### src/rtl/instruction_controller_if.sv
// Instruction-issue / datapath-control bundle between the host stage and instruction_controller.
// The controller takes the slave side; whoever supplies instructions takes the master side.
interface instruction_controller_if;
  logic        s;
  logic        load;
  logic [15:0] in;
  logic        w;
  logic        illegal;
  logic [2:0]  readnum;
  logic [2:0]  writenum;
  logic        write;
  logic        vsel;
  logic        loada;
  logic        loadb;
  logic        loadc;
  logic        loads;
  logic        asel;
  logic        bsel;
  logic [1:0]  shift;
  logic [1:0]  ALUop;
  logic [15:0] sximm5;
  logic [15:0] sximm8;

  modport master (
    output s, load, in,
    input  w, illegal, readnum, writenum, write, vsel, loada, loadb, loadc, loads,
           asel, bsel, shift, ALUop, sximm5, sximm8
  );

  modport slave (
    input  s, load, in,
    output w, illegal, readnum, writenum, write, vsel, loada, loadb, loadc, loads,
           asel, bsel, shift, ALUop, sximm5, sximm8
  );
endinterface

### src/rtl/instruction_controller.sv
// Instruction register, decoder and Moore sequencer driving the register file and ALU stage.
// Control outputs are registered from the next state/IR so they are glitch-free Moore values.
module instruction_controller (
  input  logic                      clk,
  input  logic                      reset,
  instruction_controller_if.slave   bus
);

  typedef enum logic [2:0] {
    WAIT      = 3'd0,
    DECODE    = 3'd1,
    WRITE_IMM = 3'd2,
    GET_A     = 3'd3,
    GET_B     = 3'd4,
    ALU       = 3'd5,
    WRITE_REG = 3'd6
  } state_t;

  typedef struct packed {
    logic       w;
    logic       illegal;
    logic       write;
    logic       vsel;
    logic       loada;
    logic       loadb;
    logic       loadc;
    logic       loads;
    logic       asel;
    logic       bsel;
    logic [1:0] shift;
    logic [1:0] aluop;
    logic [2:0] readnum;
    logic [2:0] writenum;
  } ctl_t;

  state_t      state, state_nxt;
  logic [15:0] ir, ir_nxt;
  ctl_t        ctl;

  function automatic logic is_legal(input logic [15:0] i);
    case ({i[15:13], i[12:11]})
      5'b110_10, 5'b110_00,
      5'b101_00, 5'b101_01, 5'b101_10, 5'b101_11: is_legal = 1'b1;
      default:                                    is_legal = 1'b0;
    endcase
  endfunction

  function automatic ctl_t decode(input state_t st, input logic [15:0] i);
    ctl_t c;
    c = '0;
    case (st)
      WAIT:      c.w = 1'b1;
      DECODE:    c.illegal = !is_legal(i);
      WRITE_IMM: begin
        c.write    = 1'b1;
        c.vsel     = 1'b1;
        c.writenum = i[10:8];
      end
      GET_A: begin
        c.loada   = 1'b1;
        c.readnum = i[10:8];
      end
      GET_B: begin
        c.loadb   = 1'b1;
        c.readnum = i[2:0];
      end
      ALU: begin
        c.shift = i[4:3];
        // MOV reg passes B straight through, so the ALU is forced to ADD with A zeroed
        c.aluop = (i[15:13] == 3'b110) ? 2'b00 : i[12:11];
        c.asel  = (i[15:13] == 3'b101) && (i[12:11] != 2'b11);
        if ((i[15:13] == 3'b101) && (i[12:11] == 2'b01)) c.loads = 1'b1;
        else                                             c.loadc = 1'b1;
      end
      WRITE_REG: begin
        c.write    = 1'b1;
        c.writenum = i[7:5];
      end
      default: c = '0;
    endcase
    return c;
  endfunction

  always_comb begin
    state_nxt = state;
    ir_nxt    = ir;
    case (state)
      WAIT: begin
        if (bus.load) ir_nxt = bus.in;
        if (bus.s)    state_nxt = DECODE;
      end
      DECODE: begin
        if (!is_legal(ir))                                    state_nxt = WAIT;
        else if (ir[15:13] == 3'b110 && ir[12:11] == 2'b10)   state_nxt = WRITE_IMM;
        else if (ir[15:13] == 3'b110 || ir[12:11] == 2'b11)   state_nxt = GET_B;
        else                                                  state_nxt = GET_A;
      end
      WRITE_IMM: state_nxt = WAIT;
      GET_A:     state_nxt = GET_B;
      GET_B:     state_nxt = ALU;
      ALU: begin
        if (ir[15:13] == 3'b101 && ir[12:11] == 2'b01) state_nxt = WAIT;
        else                                           state_nxt = WRITE_REG;
      end
      WRITE_REG: state_nxt = WAIT;
      default:   state_nxt = WAIT;
    endcase
  end

  always_ff @(posedge clk) begin
    if (reset) begin
      state <= WAIT;
      ir    <= '0;
      ctl   <= decode(WAIT, 16'h0000);
    end else begin
      state <= state_nxt;
      ir    <= ir_nxt;
      ctl   <= decode(state_nxt, ir_nxt);
    end
  end

  assign bus.w        = ctl.w;
  assign bus.illegal  = ctl.illegal;
  assign bus.write    = ctl.write;
  assign bus.vsel     = ctl.vsel;
  assign bus.loada    = ctl.loada;
  assign bus.loadb    = ctl.loadb;
  assign bus.loadc    = ctl.loadc;
  assign bus.loads    = ctl.loads;
  assign bus.asel     = ctl.asel;
  assign bus.bsel     = ctl.bsel;
  assign bus.shift    = ctl.shift;
  assign bus.ALUop    = ctl.aluop;
  assign bus.readnum  = ctl.readnum;
  assign bus.writenum = ctl.writenum;
  assign bus.sximm5   = {{11{ir[4]}}, ir[4:0]};
  assign bus.sximm8   = {{8{ir[7]}}, ir[7:0]};

endmodule

### src/flat_wrapper.sv
// flat-port wrapper written by rule: the top's interface ports become plain ports
module instruction_controller_flat 
  (clk, reset, bus_s, bus_load, bus_in, bus_w, bus_illegal, bus_readnum, bus_writenum, bus_write, bus_vsel, bus_loada, bus_loadb, bus_loadc, bus_loads, bus_asel, bus_bsel, bus_shift, bus_ALUop, bus_sximm5, bus_sximm8);
  instruction_controller_if bus_i ();
  input  logic clk;
  input  logic reset;
  input wire logic [$bits(bus_i.s)-1:0] bus_s;
  input wire logic [$bits(bus_i.load)-1:0] bus_load;
  input wire logic [$bits(bus_i.in)-1:0] bus_in;
  output wire logic [$bits(bus_i.w)-1:0] bus_w;
  output wire logic [$bits(bus_i.illegal)-1:0] bus_illegal;
  output wire logic [$bits(bus_i.readnum)-1:0] bus_readnum;
  output wire logic [$bits(bus_i.writenum)-1:0] bus_writenum;
  output wire logic [$bits(bus_i.write)-1:0] bus_write;
  output wire logic [$bits(bus_i.vsel)-1:0] bus_vsel;
  output wire logic [$bits(bus_i.loada)-1:0] bus_loada;
  output wire logic [$bits(bus_i.loadb)-1:0] bus_loadb;
  output wire logic [$bits(bus_i.loadc)-1:0] bus_loadc;
  output wire logic [$bits(bus_i.loads)-1:0] bus_loads;
  output wire logic [$bits(bus_i.asel)-1:0] bus_asel;
  output wire logic [$bits(bus_i.bsel)-1:0] bus_bsel;
  output wire logic [$bits(bus_i.shift)-1:0] bus_shift;
  output wire logic [$bits(bus_i.ALUop)-1:0] bus_ALUop;
  output wire logic [$bits(bus_i.sximm5)-1:0] bus_sximm5;
  output wire logic [$bits(bus_i.sximm8)-1:0] bus_sximm8;
  assign bus_i.s = bus_s;
  assign bus_i.load = bus_load;
  assign bus_i.in = bus_in;
  assign bus_w = bus_i.w;
  assign bus_illegal = bus_i.illegal;
  assign bus_readnum = bus_i.readnum;
  assign bus_writenum = bus_i.writenum;
  assign bus_write = bus_i.write;
  assign bus_vsel = bus_i.vsel;
  assign bus_loada = bus_i.loada;
  assign bus_loadb = bus_i.loadb;
  assign bus_loadc = bus_i.loadc;
  assign bus_loads = bus_i.loads;
  assign bus_asel = bus_i.asel;
  assign bus_bsel = bus_i.bsel;
  assign bus_shift = bus_i.shift;
  assign bus_ALUop = bus_i.ALUop;
  assign bus_sximm5 = bus_i.sximm5;
  assign bus_sximm8 = bus_i.sximm8;
  instruction_controller u_core (.clk(clk), .reset(reset), .bus(bus_i));
endmodule
### config.mk
export PLATFORM = sky130hd
export DESIGN_NAME = instruction_controller_flat
export DESIGN_NICKNAME = d
export VERILOG_FILES = /design/src/rtl/instruction_controller_if.sv /design/src/rtl/instruction_controller.sv /design/src/flat_wrapper.sv
export SDC_FILE = /design/constraint.sdc
export NUM_CORES = 1
export LEC_CHECK = 0
export CORE_MARGIN = 2
export CORE_UTILIZATION = 40
export CTS_CLUSTER_SIZE = 14
export DETAILED_ROUTE_END_ITERATION = 8
export HOLD_SLACK_MARGIN = 0.02
export PLACE_DENSITY = 0.77
export SYNTH_ARGS = -nofsm -noshare
export SYNTH_HDL_FRONTEND = slang
export SYNTH_SLANG_ARGS = --single-unit
### constraint.sdc
create_clock -name clk -period 2.8 [get_ports clk]
set_input_delay 0.28 -clock clk [delete_from_list [all_inputs] [get_ports clk]]
set_output_delay 0.28 -clock clk [all_outputs]
set_load 0.05 [all_outputs]
==> results_dict.tcl, run 1 <==
set metrics [dict create \
    areaGrowthSynthToFinish_pct 36.44 \
    final_layout_net_count 233 \
    cpLargestDelayFamily "buffers and inverters" \
    worstHoldPathType "flop to flop" \
    gp_congestion 0.8614 \
    grt_pass1_wl_mm 4.974 \
    placement.setup.worst_slack_ps 622.1 \
    grt_usage 0.1482 \
    core-area_mm2 0.004000 \
    timing.reg2reg.setup_slack_ps 880 \
    syn_nets 192 \
    startpoint_type "flop" \
    drt.antenna.violating_nets 0 \
    insertion_delay_ps 290 \
    floorplan.die_area_mm2 0.004659 \
    power_switching_w 0.0003574 \
    multi_input_area_um2 620.6 \
    worst-path-buf-inv 1 \
    setup_repair_after_global_routing_missed_its_margin "no" \
    cts_sinks 38 \
    placed_cells_incl_taps 256 \
    cap_viol_max_count 0 \
    outcome "complete, no violations" \
    antenna_cells_inserted 0 \
    cellInternalPower_w 0.0008552 \
    wl_per_cell_um 12.50 \
    fp.dieH_um 68.26 \
    syn-mean-instance-area_um2 9.602 \
    dp_hpwl_mm 2.447 \
    worst_slew_margin_rel 0.6578 \
    required_ps 2520 \
    cp_max_fo 14 \
    netlist_instances 172 \
    drcViolationCount 0 \
    distinct_cell_type_count_of_the_synthesized_netlist 34 \
    finalSetupViolations 0 \
    power.static_leakage_nw 0.8565 \
    crit_type "flop to output port" \
    fp.dieW_um 68.26 \
    clk_pin_slew_ps 60 \
    drt-total-wl_mm 3.275 \
    fin_worst_skew_ps 6.509 \
    power_frac_clock 0.294 \
    critical_path_cell_count 1 \
    finalHoldViolCount 0 \
    synth-seq-area-share 0.4606 \
    cts_tree "yes" \
    clock_tree.buffer_depth 2 \
    final.hold.worst_slack_ps 533.6 \
    cp-startpoint "u_core.ir[4]$_SDFF_PP0_" \
    initial_utilization 0.4129 \
    clock.fmax_mhz 504.7 \
    crit_end_category "output port" \
    critical_path.slowest_cell "sky130_fd_sc_hd__clkdlybuf4s50_1" \
    layout.filler_cells 369 \
    first_pass_iters 4 \
    slew_viol_final 0 \
    layoutNonFillerInstCount 262 \
    antenna_violations_before_repair 0 \
    final_common_cell "sky130_fd_sc_hd__clkdlybuf4s50_1" \
    rr_startpoint "u_core.ir[11]$_SDFF_PP0_" \
    synth-warning-count 0 \
    row_count 23 \
    critical_path.reg2reg.endpoint "u_core.bus.ALUop[0]$_SDFF_PP0_" \
    finalCritPeriodShare 0.7077 \
    first_global_vias 1112 \
    finalWorstSetupSlack_ps 818.4 \
    worst_setup_path_endpoint "bus_sximm5[11]" \
    synth_area_leader_cell "sky130_fd_sc_hd__dfxtp_1" \
    area_share_of_the_largest_cell_type_after_synthesis 0.4606 \
    cts_bufs_inserted 5 \
    synth_area_leaders "sky130_fd_sc_hd__dfxtp_1 46%, sky130_fd_sc_hd__buf_4 15%, sky130_fd_sc_hd__mux2i_1 9.1%" \
    mappedNetlistArea_mm2 0.001652 \
    sequential_standard_cell_area_um2 760.7 \
    hold_buffers 0 \
    final.min_clock_period_ps 1982 \
    grt_max_degree 27 \
    path_cells "clkdlybuf4s50_1" \
    post_cts_repair_setup_buffers 0 \
    port-buffer-count 70 \
    tightestPinTransition_ps 511.7 \
    mostFrequentLayoutCells "70 x sky130_fd_sc_hd__clkdlybuf4s50_1, 38 x sky130_fd_sc_hd__dfxtp_1, 28 x sky130_fd_sc_hd__nor2_1" \
    power_switching_share 0.2947 \
    sequentialPowerShare 0.475 \
    grt_overflow_total 0 \
    synth.ff_latch_count 38 \
    route.detailed.vias_per_inst 4.798 \
    pwr_density_cell_mw_per_mm2 538.1 \
    clockRootBuffer "sky130_fd_sc_hd__clkbuf_8" \
    drt_iter0_markers 73 \
    final_layout_size_suffix_gt1_frac 0.07547 \
    rr_worst_depth 5 \
    arrival_ps 1700 \
    io_pins 72 \
    vdd_ir_drop_max_uv 210.7 \
    cts-resized-gates 0 \
    power.share.combinational 0.231 \
    vias 1257 \
    setup_tns_ps 0 \
    htree_levels 2 \
    crit_path_max_incr_delay_ps 880 \
]
-- cell type report --
class | count | share of cell area
Sequential cell | 38 | 0.3376
Timing Repair Buffer | 73 | 0.3209
Multi-Input combinational cell | 94 | 0.2754
Clock buffer | 6 | 0.03665
Tap cell | 50 | 0.02776
Inverter | 1 | 0.001666
-- registers in the layout, indices dropped and copies added (netlist names) --
name,cells
u_core.bus.ALUop,2
u_core.bus.asel,1
u_core.bus.illegal,1
u_core.bus.loada,1
u_core.bus.loadb,1
u_core.bus.loadc,1
u_core.bus.loads,1
u_core.bus.readnum,3
u_core.bus.shift,2
u_core.bus.vsel,1
u_core.bus.w,1
u_core.bus.write,1
u_core.bus.writenum,3
u_core.ir,16
u_core.state,3
-- cells by family (layout without fill, tap and decap cells) --
kind of cell           Yosys count  after routing  share of synthesized area
AO/OA/AOI/OAI                   15             15                    0.07425
buffers and inverters           40             80                     0.1689
other                            1              1                   0.002271
multiplexers                    16             16                    0.09772
AND/OR/NAND/NOR                 62             62                     0.1962
flip-flops                      38             38                     0.4606
-- per-layer routing --
metal / vias up / global-route usage / part of all wire
li1: 622 / - / -
met1: 581 / 0.1658 / 0.43
met2: 47 / 0.2427 / 0.46
met3: 7 / 0.05592 / 0.080
met4: 0 / 0.08000 / 0.021
met5: - / 0 / 0
-- worst min path at each step --
stage / start / end / cells past startpoint
6_report: u_core.ir[5]$_SDFF_PP0_ / u_core.ir[5]$_SDFF_PP0_ / 2
5_1_grt: u_core.ir[5]$_SDFF_PP0_ / u_core.ir[5]$_SDFF_PP0_ / 2
4_1_cts: u_core.ir[5]$_SDFF_PP0_ / u_core.ir[5]$_SDFF_PP0_ / 2
3_5_place_dp: u_core.ir[5]$_SDFF_PP0_ / u_core.ir[5]$_SDFF_PP0_ / 2
3_3_place_gp: u_core.ir[5]$_SDFF_PP0_ / u_core.ir[5]$_SDFF_PP0_ / 2
2_1_floorplan: bus_in[7] / u_core.ir[7]$_SDFF_PP0_ / 2
-- through the flow --
stage | cell area (um2) | util | total power [W]
after floorplan | 1652 | - | 0.0008067
after global placement | 2171 | 0.5427 | 0.0008658
after detailed placement | 2171 | 0.5427 | 0.0008682
after CTS | 2253 | 0.5633 | 0.001228
after global routing | 2253 | 0.5633 | 0.001268
final | 2253 | 0.5633 | 0.001213
-- cells in the mapped netlist --
library cell                 n
sky130_fd_sc_hd__o21a_1      1
sky130_fd_sc_hd__a221oi_1    1
sky130_fd_sc_hd__nor4b_2     1
sky130_fd_sc_hd__inv_1       1
sky130_fd_sc_hd__or3b_1      1
sky130_fd_sc_hd__a41oi_1     1
sky130_fd_sc_hd__conb_1      1
sky130_fd_sc_hd__clkbuf_1    3
sky130_fd_sc_hd__or3_1       2
sky130_fd_sc_hd__buf_2       1
sky130_fd_sc_hd__mux2_2      1
sky130_fd_sc_hd__nor3_1      6
sky130_fd_sc_hd__nor3b_1     1
sky130_fd_sc_hd__nor3b_2     1
sky130_fd_sc_hd__buf_1       1
sky130_fd_sc_hd__dfxtp_1    38
sky130_fd_sc_hd__or2_2       3
sky130_fd_sc_hd__and2b_1     1
sky130_fd_sc_hd__nor2b_1     6
sky130_fd_sc_hd__and3_1      1
sky130_fd_sc_hd__and4_1      1
sky130_fd_sc_hd__nand2_1     4
sky130_fd_sc_hd__buf_4      34
sky130_fd_sc_hd__a22o_1      3
sky130_fd_sc_hd__o22a_1      2
sky130_fd_sc_hd__nand2b_1    3
sky130_fd_sc_hd__o41ai_1     1
sky130_fd_sc_hd__a311o_1     1
sky130_fd_sc_hd__nor2_1     28
sky130_fd_sc_hd__o2bb2ai_2   1
sky130_fd_sc_hd__and4b_1     1
sky130_fd_sc_hd__nand3_1     2
sky130_fd_sc_hd__mux2i_1    15
sky130_fd_sc_hd__a21oi_1     4
-- power by group through the flow --
| stage | clock network, W | registers [W] | logic [W] |
|---|---|---|---|
| floorplan | 0 | 0.000592 | 0.000215 |
| global placement | 0 | 0.000587 | 0.000279 |
| detailed placement | 0 | 0.000588 | 0.000281 |
| CTS | 0.000371 | 0.000576 | 0.000281 |
| global route | 0.000394 | 0.000578 | 0.000296 |
| finish | 0.000356 | 0.000576 | 0.000280 |
No activity file was read; power rests on OpenSTA's default activity.
==> inputs of run 2 (changes only) <==
==> constraint.sdc (replaced) <==
create_clock -name clk -period 2 [get_ports clk]
set_input_delay 0.2 -clock clk [delete_from_list [all_inputs] [get_ports clk]]
set_output_delay 0.2 -clock clk [all_outputs]
set_load 0.05 [all_outputs]
==> run 2 against run 1 <==
Final cell count grew 3.1%. Clock skew rose by 2.8 ps. Hold slack improved by 7.7 ps. Critical path depth unchanged. Utilization increased by 2.6 points. Critical path type unchanged. Clock-buffer cell count unchanged. Via count down 0.48%. Sequential share of layout area down 1.5 points. Final area grew 4.6%.
==> results_dict.tcl, run 2 (same netlist as run 1, synthesis figures left out) <==
set metrics [dict create \
    outcome "complete, no violations" \
    floorplan.die_area_mm2 0.004659 \
    grt_overflow_total 0 \
    required_ps 1800 \
    top_layer "met4" \
    insertion_delay_ps 280 \
    row_count 23 \
    arrival_ps 1680 \
    areaGrowthSynthToFinish_pct 42.65 \
    slew_viol_final 0 \
    core-area_mm2 0.004000 \
    cts_bufs_inserted 5 \
    gp_congestion 0.8113 \
    critical_path.slowest_cell "sky130_fd_sc_hd__clkdlybuf4s50_1" \
    final_layout_net_count 240 \
    wl_met1_mm 1.382 \
    wl_per_cell_um 12.29 \
    rr_startpoint "u_core.state[1]$_SDFF_PP0_" \
    postLayoutCoreUtil 0.5890 \
    route.detailed.vias_per_inst 4.633 \
    largest_register_ffs 16 \
    startpoint_type "flop" \
    clockRootBuffer "sky130_fd_sc_hd__clkbuf_8" \
    cpLargestDelayFamily "buffers and inverters" \
    min_delay_path_depth 2 \
    fp.dieW_um 68.26 \
    worst-path-buf-inv 1 \
    antenna_cells_inserted 0 \
    vias 1251 \
    hold_buffers 0 \
    drt-total-wl_mm 3.318 \
    met3_length_um 251 \
    timing.reg2reg.setup_slack_ps 130 \
    crit_path_max_incr_delay_ps 880 \
    rr_worst_depth 6 \
    finalSetupViolations 0 \
    grt_max_degree 27 \
    htree_levels 2 \
    drcViolationCount 0 \
    worst_slew_margin_rel 0.6552 \
    initial_utilization 0.4129 \
    cts_tree "yes" \
    clk_pin_slew_ps 60 \
    finalHoldViolCount 0 \
    drt.antenna.violating_nets 0 \
    cts_sinks 38 \
    hold_path.startpoint "u_core.ir[6]$_SDFF_PP0_" \
    setup_repair_after_global_routing_missed_its_margin "no" \
    grt_pass1_wl_mm 5.016 \
    grt_usage 0.1507 \
    mostFrequentLayoutCells "68 x sky130_fd_sc_hd__clkdlybuf4s50_1, 38 x sky130_fd_sc_hd__dfxtp_1, 28 x sky130_fd_sc_hd__nor2_1" \
    top_register "u_core.ir" \
    fp.dieH_um 68.26 \
    io_pins 72 \
    antenna_violations_before_repair 0 \
    first_pass_iters 4 \
    worstHoldPathType "flop to flop" \
    power.static_leakage_nw 0.9431 \
    crit_end_category "output port" \
    placed_cells_incl_taps 262 \
    path_cells "clkdlybuf4s50_1" \
    critical_path.reg2reg.endpoint "u_core.bus.loads$_SDFF_PP0_" \
    tightestPinTransition_ps 516.3 \
    cp_max_fo 14 \
    final_common_cell "sky130_fd_sc_hd__clkdlybuf4s50_1" \
    hold_path_end "u_core.ir[6]$_SDFF_PP0_" \
    port-buffer-count 70 \
    crit_type "flop to output port" \
    layoutNonFillerInstCount 270 \
    clock_tree.buffer_depth 2 \
    dp_hpwl_mm 2.498 \
    route.met2.wl_mm 1.636 \
    cap_viol_max_count 0 \
    first_global_vias 1115 \
    clock.fmax_mhz 531.1 \
    finalCritPeriodShare 0.9414 \
    fin_worst_skew_ps 9.320 \
    pwr_density_cell_mw_per_mm2 790.1 \
    vdd_ir_drop_max_uv 431.9 \
    final.min_clock_period_ps 1883 \
    drt_iter0_markers 60 \
    final_layout_size_suffix_gt1_frac 0.1136 \
]
run 2: cell count changes in the layout (fill, tap and decap cells not counted), sizes merged:
cell and change:
buf +7, bufinv +1, clkdlybuf4s50 -2, dlymetal6s2s +2
run 2: metal layers:
metal / up-vias / global-route usage
met5: - / 0
met4: 0 / 0.07500
met3: 4 / 0.04276
met2: 42 / 0.2609
met1: 564 / 0.1682
li1: 641 / -
run 2: how the worst max path moves through the flow:
stage / from / endpoint / slack (ps) / cells past startpoint
2_1_floorplan: u_core.state[2]$_SDFF_PP0_ / u_core.bus.loads$_SDFF_PP0_ / 170 / 6
3_3_place_gp: bus_load / u_core.bus.loads$_SDFF_PP0_ / -20 / 7
3_5_place_dp: bus_load / u_core.bus.loads$_SDFF_PP0_ / -90 / 7
4_1_cts: u_core.ir[11]$_SDFF_PP0_ / u_core.bus.asel$_SDFF_PP0_ / 30 / 5
5_1_grt: u_core.ir[11]$_SDFF_PP0_ / u_core.bus.asel$_SDFF_PP0_ / 7 / 5
6_report: u_core.ir[4]$_SDFF_PP0_ / bus_sximm5[6] / 120 / 1
run 2: layout make-up:
type	count	area, um2
Clock buffer	6	82.58
Clock inverter	1	30.03
Fill cell	361	1644
Inverter	1	3.754
Multi-Input combinational cell	94	623.1
Sequential cell	38	760.7
Tap cell	50	62.56
Timing Repair Buffer	80	793.3
run 2: through the flow:
stage                     setup slack, ps  area (um2)  setup TNS [ps]  power, W  hold slack (ps)
final                               117.2        2356               0  0.001861            541.3
after floorplan                     165.8        1652               0  0.001129            358.8
after global routing                7.320        2356               0  0.001934            549.1
after global placement             -21.12        2228          -32.02  0.001230            515.7
after detailed placement           -92.72        2228          -184.8  0.001234            526.0
after CTS                           31.20        2341               0  0.001880            541.9
run 2: report_power, final:
group	total, W	internal, W	switching (W)
clock	0.000645	0.000399	0.000247
combinational	0.000412	0.000165	0.000247
sequential	0.000804	0.000782	0.0000226
total	0.00186	0.00135	0.000516
run 2: timing repair:
item,in CTS,in global routing
endpoints found under the setup margin,0,14
gates resized for setup,0,3
buffers inserted,0,1
==> inputs of run 3 (changes only) <==
--- a/config.mk
+++ b/config.mk
@@ -11,6 +11,8 @@
 export DETAILED_ROUTE_END_ITERATION = 8
 export HOLD_SLACK_MARGIN = 0.02
 export PLACE_DENSITY = 0.77
+export SETUP_SLACK_MARGIN = 0.15
+export SLEW_MARGIN = 30
 export SYNTH_ARGS = -nofsm -noshare
 export SYNTH_HDL_FRONTEND = slang
 export SYNTH_SLANG_ARGS = --single-unit
==> run 3 against run 2 <==
First-iteration DRC count is 6.7% lower. Combinational power is essentially flat. Clock power about the same. Sequential share of layout area decreased by 0.43 points. Flip-flop and latch count did not move. Global-route usage is 0.069 points higher. Final area increased by 1.9%. Utilization up 1.1 points. Highest routed layer unchanged. Total power about the same.
==> results_dict.tcl, run 3 (same netlist as run 1, synthesis figures left out) <==
set metrics [dict create \
    grt_max_degree 27 \
    grt_overflow_total 0 \
    required_ps 2230 \
    clk_pin_slew_ps 70 \
    finalHoldViolCount 0 \
    final_layout_size_suffix_gt1_frac 0.1577 \
    wl_per_cell_um 12.42 \
    slew_viol_final 0 \
    cp_max_fo 6 \
    post-layout-total-power_w 0.001861 \
    pwr_density_cell_mw_per_mm2 775.5 \
    path_cells "nor4b_4 -> buf_6 -> mux2i_1 -> or3_4 -> nor3b_2 -> and2b_1" \
    mostFrequentLayoutCells "52 x sky130_fd_sc_hd__clkdlybuf4s50_1, 35 x sky130_fd_sc_hd__dfxtp_1, 28 x sky130_fd_sc_hd__nor2_1" \
    cts_tree "yes" \
    min_delay_path_depth 2 \
    row_count 23 \
    hold_path.startpoint "u_core.ir[6]$_SDFF_PP0_" \
    drt-total-wl_mm 3.378 \
    rr_startpoint "u_core.state[1]$_SDFF_PP0_" \
    wl_met1_mm 1.442 \
    largest_register_ffs 16 \
    worst_slew_margin_rel 0.6531 \
    layout.filler_cells 367 \
    setup_repair_after_global_routing_missed_its_margin "yes" \
    stdcell_area_mm2 0.002400 \
    vdd_ir_drop_max_uv 399.7 \
    startpoint_type "flop" \
    cts_sinks 38 \
    htree_levels 2 \
    placedInstanceArea_mm2 0.002228 \
    insertion_delay_ps 280 \
    top_register "u_core.ir" \
    critical_path.reg2reg.endpoint "u_core.bus.loads$_SDFF_PP0_" \
    timing.reg2reg.setup_slack_ps 180 \
    clockRootBuffer "sky130_fd_sc_hd__clkbuf_8" \
    rr_worst_depth 6 \
    final_layout_net_count 242 \
    sequentialPowerShare 0.433 \
    first_global_vias 1126 \
    final_common_cell "sky130_fd_sc_hd__clkdlybuf4s50_1" \
    finalCritPeriodShare 0.9123 \
    dp_hpwl_mm 2.498 \
    route.detailed.vias_per_inst 4.625 \
    finalWorstSetupSlack_ps 175.4 \
    clock_tree.buffer_depth 2 \
    final.min_clock_period_ps 1825 \
    grt_usage 0.1514 \
    areaGrowthSynthToFinish_pct 45.30 \
    arrival_ps 2060 \
    power.static_leakage_nw 1.071 \
    cellInternalPower_w 0.001342 \
    critical_path.slowest_cell "sky130_fd_sc_hd__or3_4" \
    initial_utilization 0.4129 \
    crit_type "flop to flop" \
    crit_path_max_incr_delay_ps 410 \
    top_layer "met4" \
    fp.dieH_um 68.26 \
    clock.fmax_mhz 548.1 \
    tightestPinTransition_ps 519.5 \
    first_pass_iters 4 \
    antenna_violations_before_repair 0 \
    hold_buffers 0 \
    grt_pass1_wl_mm 5.037 \
    setup_tns_ps 0 \
    drt.antenna.violating_nets 0 \
    antenna_cells_inserted 0 \
    cts_bufs_inserted 5 \
    power_switching_share 0.2790 \
    worstHoldPathType "flop to flop" \
    drt_iter0_markers 56 \
    fp.dieW_um 68.26 \
    outcome "complete, no violations" \
    floorplan.die_area_mm2 0.004659 \
    port-buffer-count 70 \
    drcViolationCount 0 \
    route.met2.wl_mm 1.669 \
    core-area_mm2 0.004000 \
    postLayoutCoreUtil 0.5999 \
    hold_path_end "u_core.ir[6]$_SDFF_PP0_" \
    gp_congestion 0.8113 \
    vias 1258 \
    cap_viol_max_count 0 \
    io_pins 72 \
    fin_worst_skew_ps 8.330 \
    met3_length_um 218 \
    power_switching_w 0.0005193 \
    placement.setup.worst_slack_ps -92.72 \
    power_frac_clock 0.346 \
    crit_end_category "flop" \
    power.share.combinational 0.221 \
    finalSetupViolations 0 \
]
[run 3: worst max-delay path by stage]
stage	from	end	slack [ps]
6_report	u_core.state[1]$_SDFF_PP0_	u_core.bus.loads$_SDFF_PP0_	180
3_3_place_gp	bus_load	u_core.bus.loads$_SDFF_PP0_	-20
4_1_cts	u_core.ir[7]$_SDFF_PP0_	bus_sximm8[7]	150
2_1_floorplan	u_core.state[2]$_SDFF_PP0_	u_core.bus.loads$_SDFF_PP0_	170
3_5_place_dp	bus_load	u_core.bus.loads$_SDFF_PP0_	-90
5_1_grt	u_core.ir[15]$_SDFF_PP0_	u_core.bus.asel$_SDFF_PP0_	130
[run 3: power groups by stage]
stage          Sequential (W)  Combinational (W)  Clock (W)
2_1_floorplan        0.000828           0.000301          0
3_3_place_gp         0.000822           0.000409          0
3_5_place_dp         0.000822           0.000412          0
4_1_cts              0.000804           0.000411   0.000661
5_1_grt              0.000809           0.000434   0.000691
6_report             0.000805           0.000411   0.000645
[run 3: area by class of cell]
type	instances	area, um2	share of cell area
clock inverter	1	30.03	0.01251
sequential	38	764.5	0.3186
inverter	1	3.754	0.001564
tap	50	62.56	0.02607
clock buffer	6	82.58	0.03441
timing repair buffer	82	803.3	0.3347
multi-input combinational	94	653.1	0.2722
[run 3: timing repair]
item                                    4_1_cts  5_1_grt
buffers inserted                              3        0
gates resized for setup                      17       12
pin swaps                                     2        0
endpoints found under the setup margin       20       17
[run 3: per-stage QoR]
step                hold slack, ps  instances
finish                       540.5        272
global route                 549.1        272
CTS                          541.9        272
detailed placement           526.0        262
global placement             515.7        262
floorplan                    358.8        172
[run 3: critical path: cells and delay by family, from the launching register on]
family / cells / cell delay (ps)
and+or+nand+nor: 4 / 1120
DFF: 1 / 360
buffers and inverters: 1 / 180
muxes: 1 / 110
[run 3: metal layers]
metal | track usage | up-vias
met5 | 0 | -
met1 | 0.1692 | 568
met2 | 0.2621 | 42
met3 | 0.04276 | 4
li1 | - | 644
met4 | 0.07500 | 0
